<file path="config.mk">
export PLATFORM = sky130hd
export DESIGN_NAME = store_align_buffer
export DESIGN_NICKNAME = d
export VERILOG_FILES = /design/src/rtl/store_pkg.sv /design/src/rtl/store_lane_pack.sv /design/src/rtl/store_align_buffer.sv
export SDC_FILE = /design/constraint.sdc
export NUM_CORES = 1
export LEC_CHECK = 0
export CAP_MARGIN = 20
export CORE_AREA = 2 2 160 162
export DETAILED_ROUTE_END_ITERATION = 12
export DIE_AREA = 0 0 162 164
export PLACE_DENSITY = 0.86
export SETUP_SLACK_MARGIN = 0.5
export SYNTH_ARGS = -nofsm -noshare
export SYNTH_HDL_FRONTEND = slang
export SYNTH_HIERARCHICAL = 1
export SYNTH_SLANG_ARGS = --single-unit
</file>
<file path="constraint.sdc">
create_clock -name clk -period 1.8 [get_ports clk]
set_input_delay 0.36 -clock clk [delete_from_list [all_inputs] [get_ports clk]]
set_output_delay 0.36 -clock clk [all_outputs]
set_load 0.05 [all_outputs]
</file>
<file path="src/rtl/store_pkg.sv">
// Shared types and constants for the store alignment buffer.
// Optional big-endian lane mapping is selected with the SAB_BIG_ENDIAN_EN macro.
package store_pkg;

    typedef enum logic [1:0] {
        SZ_BYTE    = 2'b00,
        SZ_HALF    = 2'b01,
        SZ_WORD    = 2'b10,
        SZ_ILLEGAL = 2'b11
    } store_size_t;

    // Widest byte address a queued entry can carry; the top narrows it to ADDR_W.
    localparam int ENTRY_ADDR_W = 32;

    localparam logic [3:0] BE_ALL  = 4'b1111;
    localparam logic [3:0] BE_NONE = 4'b0000;

    typedef struct packed {
        logic [ENTRY_ADDR_W-1:0] addr;
        logic [31:0]             wdata;
        logic [3:0]              be;
    } store_entry_t;

endpackage

</file>
<file path="src/rtl/store_lane_pack.sv">
// Combinational store narrowing: replicates store data across the 32-bit lanes,
// builds byte enables and flags misaligned/illegal sizes. SAB_BIG_ENDIAN_EN flips lane order.
module store_lane_pack
    import store_pkg::*;
(
    input  logic [1:0]  size,
    input  logic [1:0]  addr_lo,
    input  logic [31:0] data,
    output logic [31:0] wdata,
    output logic [3:0]  be,
    output logic        misaligned
);

    always_comb begin
        wdata      = data;
        be         = BE_NONE;
        misaligned = 1'b0;
        case (size)
            SZ_BYTE: begin
                wdata = {4{data[7:0]}};
`ifdef SAB_BIG_ENDIAN_EN
                be    = 4'b1000 >> addr_lo;
`else
                be    = 4'b0001 << addr_lo;
`endif
            end
            SZ_HALF: begin
                wdata      = {2{data[15:0]}};
                misaligned = addr_lo[0];
`ifdef SAB_BIG_ENDIAN_EN
                be         = addr_lo[1] ? 4'b0011 : 4'b1100;
`else
                be         = addr_lo[1] ? 4'b1100 : 4'b0011;
`endif
            end
            SZ_WORD: begin
                wdata      = data;
                be         = BE_ALL;
                misaligned = (addr_lo != 2'b00);
            end
            default: begin
                misaligned = 1'b1;
            end
        endcase
    end

endmodule

</file>
<file path="src/rtl/store_align_buffer.sv">
// Store alignment buffer: packs CPU stores onto memory byte lanes and queues them in a
// DEPTH-entry FIFO drained over valid/ready. Lane order follows SAB_BIG_ENDIAN_EN (see store_lane_pack).
module store_align_buffer
    import store_pkg::*;
#(
    parameter int DEPTH  = 4,
    parameter int ADDR_W = 32
) (
    input  logic                     clk,
    input  logic                     rst_n,
    input  logic                     st_valid,
    output logic                     st_ready,
    input  logic [ADDR_W-1:0]        st_addr,
    input  logic [31:0]              st_data,
    input  logic [1:0]               st_size,
    output logic                     mem_valid,
    input  logic                     mem_ready,
    output logic [ADDR_W-1:0]        mem_addr,
    output logic [31:0]              mem_wdata,
    output logic [3:0]               mem_be,
    output logic                     misalign_err,
    output logic [$clog2(DEPTH):0]   count
);

    localparam int PTR_W = $clog2(DEPTH);
    localparam int CNT_W = PTR_W + 1;

    store_entry_t          slots [DEPTH];
    store_entry_t          new_entry;
    store_entry_t          head;
    logic [PTR_W-1:0]      wr_ptr;
    logic [PTR_W-1:0]      rd_ptr;
    logic [CNT_W-1:0]      count_q;
    logic                  err_q;

    logic [31:0]           pack_wdata;
    logic [3:0]            pack_be;
    logic                  pack_misaligned;
    logic [ADDR_W-1:0]     word_addr;

    logic                  full;
    logic                  empty;
    logic                  accept;
    logic                  enq;
    logic                  deq;

    store_lane_pack u_pack (
        .size       (st_size),
        .addr_lo    (st_addr[1:0]),
        .data       (st_data),
        .wdata      (pack_wdata),
        .be         (pack_be),
        .misaligned (pack_misaligned)
    );

    assign word_addr = {st_addr[ADDR_W-1:2], 2'b00};

    always_comb begin
        new_entry       = '0;
        new_entry.addr  = ENTRY_ADDR_W'(word_addr);
        new_entry.wdata = pack_wdata;
        new_entry.be    = pack_be;
    end

    // Full blocks enqueue even when the head drains this cycle: no pass-through on full.
    assign full     = (count_q == CNT_W'(DEPTH));
    assign empty    = (count_q == '0);
    assign st_ready = !full;
    assign accept   = st_valid && st_ready;
    assign enq      = accept && !pack_misaligned;
    assign deq      = !empty && mem_ready;

    always_ff @(posedge clk or negedge rst_n) begin
        if (!rst_n) begin
            wr_ptr  <= '0;
            rd_ptr  <= '0;
            count_q <= '0;
            err_q   <= 1'b0;
            for (int i = 0; i < DEPTH; i++) begin
                slots[i] <= '0;
            end
        end else begin
            err_q <= accept && pack_misaligned;
            if (enq) begin
                slots[wr_ptr] <= new_entry;
                wr_ptr        <= wr_ptr + 1'b1;
            end
            if (deq) begin
                rd_ptr <= rd_ptr + 1'b1;
            end
            case ({enq, deq})
                2'b10:   count_q <= count_q + 1'b1;
                2'b01:   count_q <= count_q - 1'b1;
                default: count_q <= count_q;
            endcase
        end
    end

    // Head is read straight from storage, so mem_* holds while the memory stalls.
    assign head         = slots[rd_ptr];
    assign mem_valid    = !empty;
    assign mem_addr     = ADDR_W'(head.addr);
    assign mem_wdata    = head.wdata;
    assign mem_be       = head.be;
    assign misalign_err = err_q;
    assign count        = count_q;

endmodule
</file>
==> flow_metrics.env <==
export IMPL_clkPwrFrac_pct=14.7
export IMPL_synth_edf_count=0
export IMPL_grt_pass1_wl_um=51100
export IMPL_rsz0062_at_grt="true"
export IMPL_grt_pass1_vias=8632
export IMPL_grtUsageTotal_pct=25.2
export IMPL_critical_path_max_stage_delay_ns=0.56
export IMPL_path_clk_slew_ns=0.07
export IMPL_multi_input_area_mm2=0.00629
export IMPL_path_max_fanout=6
export IMPL_drc=0
export IMPL_min_path_type="input pin to async pin"
export IMPL_clock_latency_ns=0.56
export IMPL_via_per_inst=6.01
export IMPL_syn_area_per_cell_um2=16.5
export IMPL_yosysWarnings=6
export IMPL_fin_hold_ws_ns=0.282
export IMPL_powerDensity_mw_per_mm2=2220
export IMPL_grt_start_max_net_pins=68
export IMPL_timing_final_ws_setup_ns=-0.647
export IMPL_vias=8271
export IMPL_drt_iter0_drc=720
export IMPL_routed_wl_um=39500
export IMPL_yosys_top_cells_area="dfrtp_1 55%, mux2_2 25%, mux4_2 12%"
export IMPL_max_freq_mhz=409
export IMPL_drtAntennaViolNets=0
export IMPL_dr_pass1_iters=6
export IMPL_place_congestion=0.783
export IMPL_maxCapViolCount=0
export IMPL_status="finished with violations"
export IMPL_finalPower_mw=41.9
export IMPL_synthMostInstantiatedCell="mux2_2"
export IMPL_portBuffers=141
export IMPL_crit_chain="buf_4 > clkbuf_16 > mux4_2 > buf_6"
export IMPL_cts_buffers=28
export IMPL_dpl_hpwl_um=18200
export IMPL_clockRootBuffer="clkbuf_16"
export IMPL_switching_share_pct=38.3
export IMPL_power_frac_comb_pct=58.3
export IMPL_placed_cell_area_mm2=0.0148
export IMPL_syn_area_mm2=0.0124
export IMPL_yosysSeqAreaShare_pct=54.7
export IMPL_worstPathArrival_ns=2.09
export IMPL_initial_core_util_pct=50.1
export IMPL_seqCellArea_mm2=0.00682
export IMPL_antenna_found_initial=0
export IMPL_die_w_um=162
export IMPL_syn_to_final_growth_pct=51.7
export IMPL_p_int_mw=25.9
export IMPL_r2r_slack_ns=-0.31
export IMPL_period_share_pct=136
export IMPL_path_class="flip-flop to output pin"
export IMPL_p_seq_share_pct=26.9
export IMPL_synth_seq_cells=272
export IMPL_clock_sinks=272
export IMPL_cp_start_kind="flip-flop"
export IMPL_p_leak_nw=8.42
export IMPL_slew_violations=0
export IMPL_netlist_top_cell_by_area="dfrtp_1"
export IMPL_core_mm2=0.0248
export IMPL_dieHeight_um=164
export IMPL_cts_tree="yes"
export IMPL_relSlewSlack_pct=42.4
export IMPL_cts_max_level=1
export IMPL_layoutNonFillerInstCount=1377
export IMPL_drive_gt1_share_pct=62.5
export IMPL_die_area_mm2=0.0266
export IMPL_post_route_min_period_ns=2.45
export IMPL_p_switching_mw=16.1
export IMPL_fin_area_mm2=0.0189
export IMPL_slowest_stage="mux4_2"
export IMPL_synth_common_cells="274 x mux2_2, 272 x dfrtp_1, 66 x mux4_2"
export IMPL_fin_nets=1101
export IMPL_ys_flop_type="dfrtp_1"
export IMPL_wire_per_inst_um=28.7
export IMPL_gr_total_overflow=0
export IMPL_rows=58
export IMPL_setup_violations=334
export IMPL_end_kind="output pin"
export IMPL_yosysUniqueCellTypes=30
export IMPL_hold_viol_final=0
export IMPL_antenna_cells=0
export IMPL_async_flop_share_pct=100
export IMPL_dp_cells=1233
export IMPL_design_portCount=144
export IMPL_cp_data_required_time_ns=1.44
export IMPL_peakVddDrop_mv=1.70
export IMPL_finClkSkew_ns=0.0211
export IMPL_clock_path_buffers=3
export IMPL_setup_tns_final_ns=-92.09
export IMPL_worst_slew_pin_slew_ns=0.855
export IMPL_violations="negative setup slack"
export IMPL_netlist_instances=752
export IMPL_yosys_area_top_type_share_pct=54.7
export IMPL_fillers=1311
state kept, by name (all words and copies together), names as in the netlist:
name,flops
slots,264
count,3
rd_ptr,2
wr_ptr,2
misalign_err,1
power by group through the flow:
stage          combinational (mW)  clock, mW  sequential [mW]
2_1_floorplan                13.0          0             10.4
3_3_place_gp                 18.6          0             10.6
3_5_place_dp                 18.8          0             10.8
4_1_cts                      21.4       6.16             10.8
5_1_grt                      25.3       6.52             11.5
6_report                     24.5       6.18             11.3
worst max-delay path, delay by kind of cell, from the launching register on:
family	cells	cell delay, ns
buffers and inverters	3	0.51
DFF	1	0.46
muxes	1	0.56
final cells by class:
type	instances	share of cell area, %
flip-flops and latches	272	36.1
multi-input cells	414	33.4
repair buffers	301	23.0
clock buffers	36	4.09
well taps	330	2.19
clock inverters	16	1.05
inverters	8	0.172
per-stage QoR:
stage	worst slack [ns]	utilization, %
finish	-0.647	76.0
global route	-0.675	76.0
CTS	-0.655	69.9
detailed placement	-0.680	59.6
global placement	-0.628	59.6
floorplan	-0.207	-
layer usage:
layer	GRT usage [%]	share of wire [%]	up-vias
met3	4.55	6.1	106
met1	33.6	39	4422
li1	-	-	3328
met2	42.6	51	415
met5	0	0	-
met4	7.76	3.6	0
final timing paths:
path | from | endpoint | cells past startpoint
worst min register to register | slots[89] | slots[89] | 1
min in group clk | st_size[1] | misalign_err | 5
worst max-delay path | rd_ptr[0] | mem_wdata[18] | 4
worst min-delay path | rst_n | slots[91] | 2
worst max register to register | count[2] | slots[200] | 9
max in group asynchronous | rst_n | slots[269] | 3
cell usage in the layout (no fill, tap or decap), types with 2 or more instances in the layout:
cell             instances
dfrtp_4                  2
buf_8                   18
buf_12                  61
buf_4                   33
clkbuf_1                 4
nor3b_4                  2
a21oi_1                  4
clkinvlp_4               3
clkinv_2                 8
nand2_1                 12
ha_1                     4
dlygate4sd2_1            3
clkbuf_8                 4
inv_1                    4
conb_1                   2
o21ai_0                  8
o21ai_1                  2
mux2i_1                 11
mux4_2                  66
clkbuf_16               43
nor3_4                   5
clkdlybuf4s50_1         64
buf_16                  22
mux2_4                 272
bufinv_16                4
xor2_1                   3
xnor2_2                  3
dfrtp_2                  3
buf_6                   83
mux2_2                   9
dfrtp_1                267
inv_2                    3
cell families (layout without fill, tap and decap cells):
logic type / count (synthesis) / after routing / synth area share (%)
AOI/OAI and AO/OA: 16 / 16 / 0.674
xor gates and xnor gates: 6 / 6 / 0.423
adders and majority gates: 6 / 6 / 0.664
buffers and inverters: 67 / 361 / 3.84
DFF: 272 / 272 / 54.7
muxes: 358 / 358 / 38.5
other: 1 / 2 / 0.0302
and+or+nand+nor: 26 / 26 / 1.13
what timing repair did:
item                                    in CTS  in global routing
resized for setup                          220                226
endpoints found under the setup margin     342                343
hold buffers                                 1                  0
hold endpoints to repair                    29                  0
setup buffers                               26                 23
pin swaps                                    7                  5
gates cloned                                22                 20
No activity file was read; power rests on OpenSTA's default activity.
